File: config.mk
export PLATFORM = sky130hd
export DESIGN_NAME = uart_rom_loader
export DESIGN_NICKNAME = d
export VERILOG_FILES = /design/src/rtl/uart_rom_loader.sv
export SDC_FILE = /design/constraint.sdc
export NUM_CORES = 1
export LEC_CHECK = 0
export ABC_AREA = 1
export CORE_MARGIN = 2
export CORE_UTILIZATION = 30
export CTS_CLUSTER_SIZE = 28
export DETAILED_ROUTE_END_ITERATION = 16
export PLACE_DENSITY = 0.57
export REMOVE_ABC_BUFFERS = 1
export SYNTH_ARGS = -nofsm -noshare
export SYNTH_HDL_FRONTEND = slang
export SYNTH_SLANG_ARGS = --single-unit
File: constraint.sdc
create_clock -name clk_100mhz -period 1.85 [get_ports clk_100mhz]
set_input_delay 0.4625 -clock clk_100mhz [delete_from_list [all_inputs] [get_ports clk_100mhz]]
set_output_delay 0.4625 -clock clk_100mhz [all_outputs]
set_load 0.02 [all_outputs]
File: src/rtl/uart_rom_loader.sv
// UART program loader: receives a length-prefixed, checksummed CHIP-8 image over
// the serial line and writes it byte-by-byte into external RAM, then starts the core.
module uart_rom_loader #(
    parameter int unsigned CLKS_PER_BIT = 868,
    parameter logic [25:0] LOAD_BASE    = 26'h000200,
    parameter int unsigned MAX_LEN      = 3584,
    parameter int unsigned TIMEOUT_CLKS = 10_000_000
) (
    input  logic        clk_100mhz,
    input  logic        rst,
    input  logic        rx,
    input  logic        mem_busy,
    output logic        mem_write,
    output logic [25:0] mem_address,
    output logic [15:0] mem_write_data,
    output logic        loading,
    output logic        start,
    output logic        done,
    output logic [1:0]  error,
    output logic [11:0] byte_count
);
    localparam int unsigned BitCntW = $clog2(CLKS_PER_BIT + 1);
    localparam int unsigned ToCntW  = $clog2(TIMEOUT_CLKS + 1);
    localparam logic [BitCntW-1:0] HalfBit = BitCntW'(CLKS_PER_BIT / 2 - 1);
    localparam logic [BitCntW-1:0] FullBit = BitCntW'(CLKS_PER_BIT - 1);
    localparam logic [ToCntW-1:0]  ToLast  = ToCntW'(TIMEOUT_CLKS - 1);

    typedef enum logic [1:0] {RxIdle, RxStart, RxData, RxStop} rx_state_e;
    typedef enum logic [2:0] {
        StIdle, StLenHi, StLenLo, StData, StWrReq, StWrWaitHi, StWrWaitLo, StCsum
    } state_e;

    // UART receiver
    rx_state_e          rx_state_q, rx_state_d;
    logic               rx_meta_q, rx_sync_q, rx_prev_q;
    logic [BitCntW-1:0] rx_cnt_q, rx_cnt_d;
    logic [2:0]         rx_bit_q, rx_bit_d;
    logic [7:0]         rx_shift_q, rx_shift_d;
    logic               rx_valid, rx_ferr;

    // Loader
    state_e            state_q, state_d;
    logic [15:0]       len_q, len_d, len_full;
    logic [7:0]        sum_q, sum_d, hold_q, hold_d;
    logic [11:0]       count_q, count_d;
    logic [ToCntW-1:0] to_cnt_q, to_cnt_d;
    logic              done_q, done_d, start_q, start_d;
    logic [1:0]        error_q, error_d;
    logic              in_write, timeout_hit, abort;

    // rx synchronizer, edge history and receiver state
    always_ff @(posedge clk_100mhz) begin
        if (rst) begin
            rx_meta_q  <= 1'b1;
            rx_sync_q  <= 1'b1;
            rx_prev_q  <= 1'b1;
            rx_state_q <= RxIdle;
            rx_cnt_q   <= '0;
            rx_bit_q   <= '0;
            rx_shift_q <= '0;
        end else begin
            rx_meta_q  <= rx;
            rx_sync_q  <= rx_meta_q;
            rx_prev_q  <= rx_sync_q;
            rx_state_q <= rx_state_d;
            rx_cnt_q   <= rx_cnt_d;
            rx_bit_q   <= rx_bit_d;
            rx_shift_q <= rx_shift_d;
        end
    end

    // Receiver next state: mid-bit sampling, glitch rejection, stop-bit check
    always_comb begin
        rx_state_d = rx_state_q;
        rx_cnt_d   = rx_cnt_q + 1'b1;
        rx_bit_d   = rx_bit_q;
        rx_shift_d = rx_shift_q;
        rx_valid   = 1'b0;
        rx_ferr    = 1'b0;
        unique case (rx_state_q)
            RxIdle: begin
                rx_cnt_d = '0;
                if (rx_prev_q && !rx_sync_q) rx_state_d = RxStart;
            end
            RxStart: begin
                if (rx_cnt_q == HalfBit) begin
                    rx_cnt_d   = '0;
                    rx_bit_d   = '0;
                    // Line back high at mid start bit: a glitch, not a frame
                    rx_state_d = rx_sync_q ? RxIdle : RxData;
                end
            end
            RxData: begin
                if (rx_cnt_q == FullBit) begin
                    rx_cnt_d   = '0;
                    rx_shift_d = {rx_sync_q, rx_shift_q[7:1]};
                    rx_bit_d   = rx_bit_q + 3'd1;
                    if (rx_bit_q == 3'd7) rx_state_d = RxStop;
                end
            end
            RxStop: begin
                if (rx_cnt_q == FullBit) begin
                    rx_state_d = RxIdle;
                    rx_valid   = rx_sync_q;
                    rx_ferr    = !rx_sync_q;
                end
            end
            default: rx_state_d = RxIdle;
        endcase
    end

    assign len_full    = {len_q[15:8], rx_shift_q};
    assign in_write    = state_q inside {StWrReq, StWrWaitHi, StWrWaitLo};
    assign timeout_hit = (state_q != StIdle) && !rx_valid && (to_cnt_q == ToLast);
    // Framing error, timeout or a byte arriving while a write is pending ends the session
    assign abort = (state_q != StIdle) && (timeout_hit || rx_ferr || (rx_valid && in_write));

    // Loader state register and session datapath
    always_ff @(posedge clk_100mhz) begin
        if (rst) begin
            state_q  <= StIdle;
            len_q    <= '0;
            sum_q    <= '0;
            hold_q   <= '0;
            count_q  <= '0;
            to_cnt_q <= '0;
            done_q   <= 1'b0;
            start_q  <= 1'b0;
            error_q  <= 2'd0;
        end else begin
            state_q  <= state_d;
            len_q    <= len_d;
            sum_q    <= sum_d;
            hold_q   <= hold_d;
            count_q  <= count_d;
            to_cnt_q <= to_cnt_d;
            done_q   <= done_d;
            start_q  <= start_d;
            error_q  <= error_d;
        end
    end

    // Loader next state: protocol parsing, write sequencing, status codes
    always_comb begin
        state_d  = state_q;
        len_d    = len_q;
        sum_d    = sum_q;
        hold_d   = hold_q;
        count_d  = count_q;
        done_d   = done_q;
        error_d  = error_q;
        start_d  = 1'b0;
        to_cnt_d = (state_q == StIdle || rx_valid) ? '0 : to_cnt_q + 1'b1;
        if (abort) begin
            state_d = StIdle;
            error_d = 2'd3;
        end else begin
            unique case (state_q)
                StIdle: begin
                    if (rx_valid && rx_shift_q == 8'h55) begin
                        state_d = StLenHi;
                        done_d  = 1'b0;
                        error_d = 2'd0;
                        count_d = '0;
                        sum_d   = '0;
                    end
                end
                StLenHi: begin
                    if (rx_valid) begin
                        len_d   = {rx_shift_q, 8'h00};
                        state_d = StLenLo;
                    end
                end
                StLenLo: begin
                    if (rx_valid) begin
                        len_d = len_full;
                        if ({16'd0, len_full} > MAX_LEN) begin
                            error_d = 2'd2;
                            state_d = StIdle;
                        end else if (len_full == 16'd0) begin
                            state_d = StCsum;
                        end else begin
                            state_d = StData;
                        end
                    end
                end
                StData: begin
                    if (rx_valid) begin
                        hold_d  = rx_shift_q;
                        sum_d   = sum_q + rx_shift_q;
                        state_d = StWrReq;
                    end
                end
                StWrReq:    if (!mem_busy) state_d = StWrWaitHi;
                StWrWaitHi: if (mem_busy) state_d = StWrWaitLo;
                StWrWaitLo: begin
                    if (!mem_busy) begin
                        count_d = count_q + 12'd1;
                        state_d = ({4'd0, count_q} + 16'd1 == len_q) ? StCsum : StData;
                    end
                end
                StCsum: begin
                    if (rx_valid) begin
                        state_d = StIdle;
                        if (rx_shift_q == sum_q) begin
                            done_d  = 1'b1;
                            start_d = 1'b1;
                        end else begin
                            error_d = 2'd1;
                        end
                    end
                end
                default: state_d = StIdle;
            endcase
        end
    end

    // Outputs: memory port driven only while a write is in flight
    always_comb begin
        mem_write      = (state_q == StWrReq) && !mem_busy && !abort;
        mem_address    = in_write ? LOAD_BASE + {14'd0, count_q} : 26'd0;
        mem_write_data = in_write ? {8'd0, hold_q} : 16'd0;
        loading        = (state_q != StIdle);
        start          = start_q;
        done           = done_q;
        error          = error_q;
        byte_count     = count_q;
    end
endmodule

Word level (Yosys, flattened, before mapping) --
Cells that the tools add are included.
Operators by class: order comparisons 1, reductions and logical operators 40, eq/ne operators 36, bitwise gates (word level) 4, mux-type cells 52, add/subtract/negate cells 7
Operators by type and width (count):
- 3-bit two-way mux | 13
- 8-bit two-way mux | 4
- 16-bit one-hot mux with 2 select lines | 1
- 10-bit one-hot mux with 3 select lines | 1
- 2-bit != test, second input constant | 13
- 24-bit by 1-bit adder with 24-bit output, second input constant | 1
- 24-bit equality test, second input constant | 1
- 12-bit two-way mux | 2
- 2-bit two-way mux | 12
- 12-bit one-hot mux with 2 select lines | 1
- 3-bit one-hot mux with 8 select lines | 1
- 10-bit two-way mux | 2
- 13-bit by 16-bit equality test with 1-bit output | 1
- 16-bit by 12-bit > comparator with 1-bit output, second input constant | 1
- 16-bit zero test | 1
- 16-bit two-way mux | 1
- 8-bit one-hot mux with 2 select lines | 1
- 4-bit AND reduction | 4
- 3-bit equality test, second input constant | 5
- 10-bit by 12-bit adder with 13-bit output, first input constant | 1
- 12-bit by 1-bit adder with 13-bit output, second input constant | 1
- 13-bit two-way mux | 1
- 12-bit by 1-bit adder with 12-bit output, second input constant | 1
- 3-bit != test, second input constant | 4
- 34 further kinds | 66
Word-level totals: register bits 101, word-level logic and storage cells 157

Depth between registers and ports, before layout --
word-level depth 11, mapped depth 15, gate-level depth less buffers 14

Least setup slack after synthesis --
No wires, ideal clock.
kind register to output, start point register rx_cnt_q[0], end point output port mem_write, stages on the path, launching flop included 10, data required time 1387 ps, setup slack -520 ps, data arrival time 1907 ps, cells stage by stage dfxtp_1 ha_1 nand2_1 nor2_1 nand4_4 nand2_1 inv_1 nand2_1 nand2_1 nor4_1
Between the ends: word-level cells in the longest chain between the ends 11, elaborated cells on any way between the ends 14
Ends and longest elaborated chain:
- start: declaration | line 36 | logic [BitCntW-1:0] rx_cnt_q, rx_cnt_d;
- start signal: assignment | line 66 | rx_cnt_q <= rx_cnt_d;
- 10-bit equality test * | line 102 | if (rx_cnt_q == FullBit) begin
- 1-bit two-way mux | line 102
- 1-bit two-way mux | line 80 | unique case (rx_state_q)
- 1-bit zero test | line 114 | assign timeout_hit = (state_q != StIdle) && !rx_valid && (to_cnt_q == ToLast);
- 1-bit logical AND (2 in a row) | line 114
- 1-bit logical OR | line 116 | assign abort = (state_q != StIdle) && (timeout_hit || rx_ferr || (rx_valid && in_write));
- 1-bit logical OR * | line 116
- 1-bit logical AND * | line 116
- 1-bit zero test * | line 220 | mem_write = (state_q == StWrReq) && !mem_busy && !abort;
- 1-bit logical AND * | line 220
- end: declaration | line 13 | output logic mem_write,
Every way passes the cells marked *; elsewhere a longest branch is shown, timed or not.

Worst setup path after layout --
Same ends and word-level chain as after synthesis.

==> results_dict.tcl <==
set metrics [dict create \
    cp_data_arrival_time_ns 1.81 \
    dpl.hpwl_um 11700 \
    worstRegToRegCells 18 \
    cts.sinks 101 \
    max-cap-violations 0 \
    postRouteAntennaNets 0 \
    slowest_delay_ns 0.35 \
    regToRegSetupSlack_ns -0.26 \
    r2r-end "error[1]" \
    fin_ws_ns -0.418 \
    die_x_um 144 \
    die_h_um 144 \
    leakage_uw 0.00366 \
    grt_pass1_vias 5469 \
    ys.flop_type "dfxtp_1" \
    clockBufferDepth 2 \
    coreArea_mm2 0.0193 \
    setup_viol 15 \
    tritoncts "yes" \
    drive_gt1_share_pct 35.2 \
    drt_iter0_markers 461 \
    yosysMostFrequentCell "nand2_1" \
    fin_crit_ns 2.27 \
    port_buffers 42 \
    grtUsageMet3_pct 2.13 \
    startpoint_type "flop" \
    fin_worst_skew_ns 0.0151 \
    clock_latency_ns 0.36 \
    synth-async-reset-ratio_pct 0 \
    boundaryPins 64 \
    post-route-drc-count 0 \
    synth_edf_count 0 \
    crit_path_start "rx_cnt_q[0]" \
    area_growth_pct 48.8 \
    floorplan.initialDensity_pct 30.4 \
    p_sw_share_pct 22.5 \
    p_seq_share_pct 49.5 \
    finalCritPeriodShare_pct 123 \
    place_congestion 0.853 \
    grt.total_usage_pct 15.7 \
    antenna_cells 0 \
    wire_per_inst_um 12.7 \
    power_density_mw_per_mm2 503 \
    yosys-top-cells-area "dfxtp_1, nand2_1, a21oi_1" \
    synthDistinctLibCells 46 \
    ir_drop_v 0.000447 \
    rsz0062_at_grt "true" \
    use_met2_pct 25.5 \
    htree_levels 3 \
    cts_root_buf "clkbuf_16" \
    p_switching_uw 990 \
    syn-cell-area_mm2 0.00587 \
    violations "setup timing" \
    antenna_found_initial 0 \
    first_pass_iters 5 \
    drt-total-wl_um 17000 \
    worstHoldPathType "flop to flop" \
    cts_buffers 9 \
    routed_via_density 4.58 \
    synth-seq-area-share_pct 34.4 \
    worstPathMaxFanout 2 \
    grt_pass1_wl_um 26000 \
    ys_ff_latch 101 \
    cp_common_cell "nand2_2" \
    slew_headroom_pct 65.0 \
    cpMaxStageDelayCell "dfxtp_2" \
    grt_start_max_net_pins 33 \
    p_clk_share_pct 47.8 \
    yosysTopAreaCell "dfxtp_1" \
    whs_path_depth 1 \
    routed-via-count 6141 \
    grt.busiest_layer "met2" \
    final_max_slew_viol_count 0 \
    end_kind "output port" \
    p_int_uw 3410 \
    nets 1090 \
    netlist.area_leader.share_pct 34.4 \
    crit_required_ns 1.39 \
    timing.rr.start "to_cnt_q[0]" \
    syn_avg_cell_area_um2 6.79 \
    hold_ws_ns 0.424 \
    combPwrFrac_pct 2.7 \
    hold_start "rx_meta_q" \
    outcome "complete, but fails checks" \
    final_hold_viol_count 0 \
    syn_inst 865 \
    fmax_ghz 0.441 \
    worstPathCellList "ha_4, nand2_4, nor2_4, nand4_4, nand2_2, inv_2, nand2_2, nand2_2, nor4_2, buf_4, buf_6" \
    met1_usage_pct 21.2 \
    worst_slew_pin_slew_ns 0.520 \
    dieArea_mm2 0.0207 \
    synth_common_cells "nand2_1, inv_1, nor2_1" \
    whs_endpoint "rx_sync_q" \
    synth_warnings 0 \
    num_rows 51 \
    finalPower_uw 4400 \
    clk_pin_slew_worst_paths_ns 0.07 \
    grt-ovfl-total 0 \
    tns_ns -1.34 \
    critPathKind "flop to output port" \
]
sequential cells by signal, summed over array words and instances, names as in the netlist, named ones only:
| signal | count |
|---|---|
| to_cnt_q | 24 |
| done | 1 |
| rx_sync_q | 1 |
| byte_count | 12 |
| rx_shift_q | 8 |
| error | 2 |
| state_q | 3 |
| hold_q | 8 |
| rx_cnt_q | 10 |
| rx_state_q | 1 |
| sum_q | 8 |
| start | 1 |
| rx_bit_q | 3 |
| rx_meta_q | 1 |
| rx_prev_q | 1 |
| len_q | 16 |
per-stage QoR:
stage | setup slack (ns) | utilization (%) | instance area [µm²] | instances
finish | -0.418 | 45.2 | 8740 | 1341
floorplan | -0.786 | - | 5660 | 841
global route | -0.504 | 45.2 | 8740 | 1341
CTS | -0.543 | 41.9 | 8100 | 1324
detailed placement | -0.790 | 39.0 | 7540 | 1291
global placement | -0.725 | 39.0 | 7540 | 1291
layout make-up:
class | instances | area, µm²
tap | 265 | 332
fill | 1919 | 10600
timing repair buffer | 218 | 1870
sequential | 101 | 2050
clock inverter | 6 | 93.8
multi-input combinational | 626 | 3730
clock buffer | 10 | 229
inverter | 115 | 439
power groups by stage:
stage | Sequential [µW] | Clock [µW] | Combinational [µW]
after detailed placement | 2230 | 0 | 110
after CTS | 2180 | 2140 | 111
after floorplan | 2230 | 0 | 60.6
after global placement | 2230 | 0 | 111
after global routing | 2180 | 2230 | 132
final | 2180 | 2100 | 120
worst max path at each step:
stage	end	slack (ns)	depth (start not counted)
4_1_cts	mem_write	-0.54	11
5_1_grt	mem_write	-0.50	11
6_report	mem_write	-0.42	11
3_5_place_dp	mem_write	-0.79	11
3_3_place_gp	mem_write	-0.72	11
2_1_floorplan	mem_write	-0.79	6
layout by cell type, fill, tap and decap left out, types with 4 or more instances in the layout:
cell type / n
nor2_4: 14
conb_1: 21
o21ai_2: 13
a21oi_2: 18
o21ai_0: 15
nor3_4: 4
buf_6: 17
xor2_1: 10
inv_2: 9
buf_4: 166
clkdlybuf4s50_1: 5
nand3_2: 9
buf_12: 6
o21ai_1: 10
nor3_1: 19
buf_2: 6
nor2_1: 85
nand2_4: 6
or2_2: 9
a21oi_1: 67
dlygate4sd2_1: 13
dfxtp_2: 16
nand2_1: 157
nor2_2: 18
inv_1: 103
nand4_1: 28
nand2_2: 16
clkbuf_16: 12
nand3_1: 54
xnor2_1: 4
ha_1: 8
dfxtp_1: 83
ha_4: 4
worst max-delay path, delay by kind of cell, from the launching register on:
family / cells / cell delay (ns)
adders and majority gates: 1 / 0.15
buffers and inverters: 3 / 0.31
DFF: 1 / 0.35
and+or+nand+nor: 7 / 0.64
routing by layer:
layer / wire [µm] / vias up
li1: - / 3179
met1: 8230 / 2819
met2: 7980 / 125
met3: 550 / 18
met4: 216 / 0
met5: 0 / -
logic make-up (layout without fill, tap and decap cells):
logic type                 Yosys count  count (layout)  synth area share [%]
AOI/OAI and AO/OA                  136             137                  13.2
xor gates and xnor gates            16              16                  2.39
adders and majority gates           15              15                  3.32
buffers and inverters              159             349                  12.3
DFF                                101             101                  34.4
other                                1              21                0.0639
and+or+nand+nor                    437             437                  34.3
what timing repair did:
item                                    CTS  global route
endpoints found under the setup margin   87            78
gates cloned                              1             4
resized for setup                       170           149
hold buffers                              0             0
pin swaps                                26            53
buffers inserted                         23            18
(Power assumes the default switching activity.)
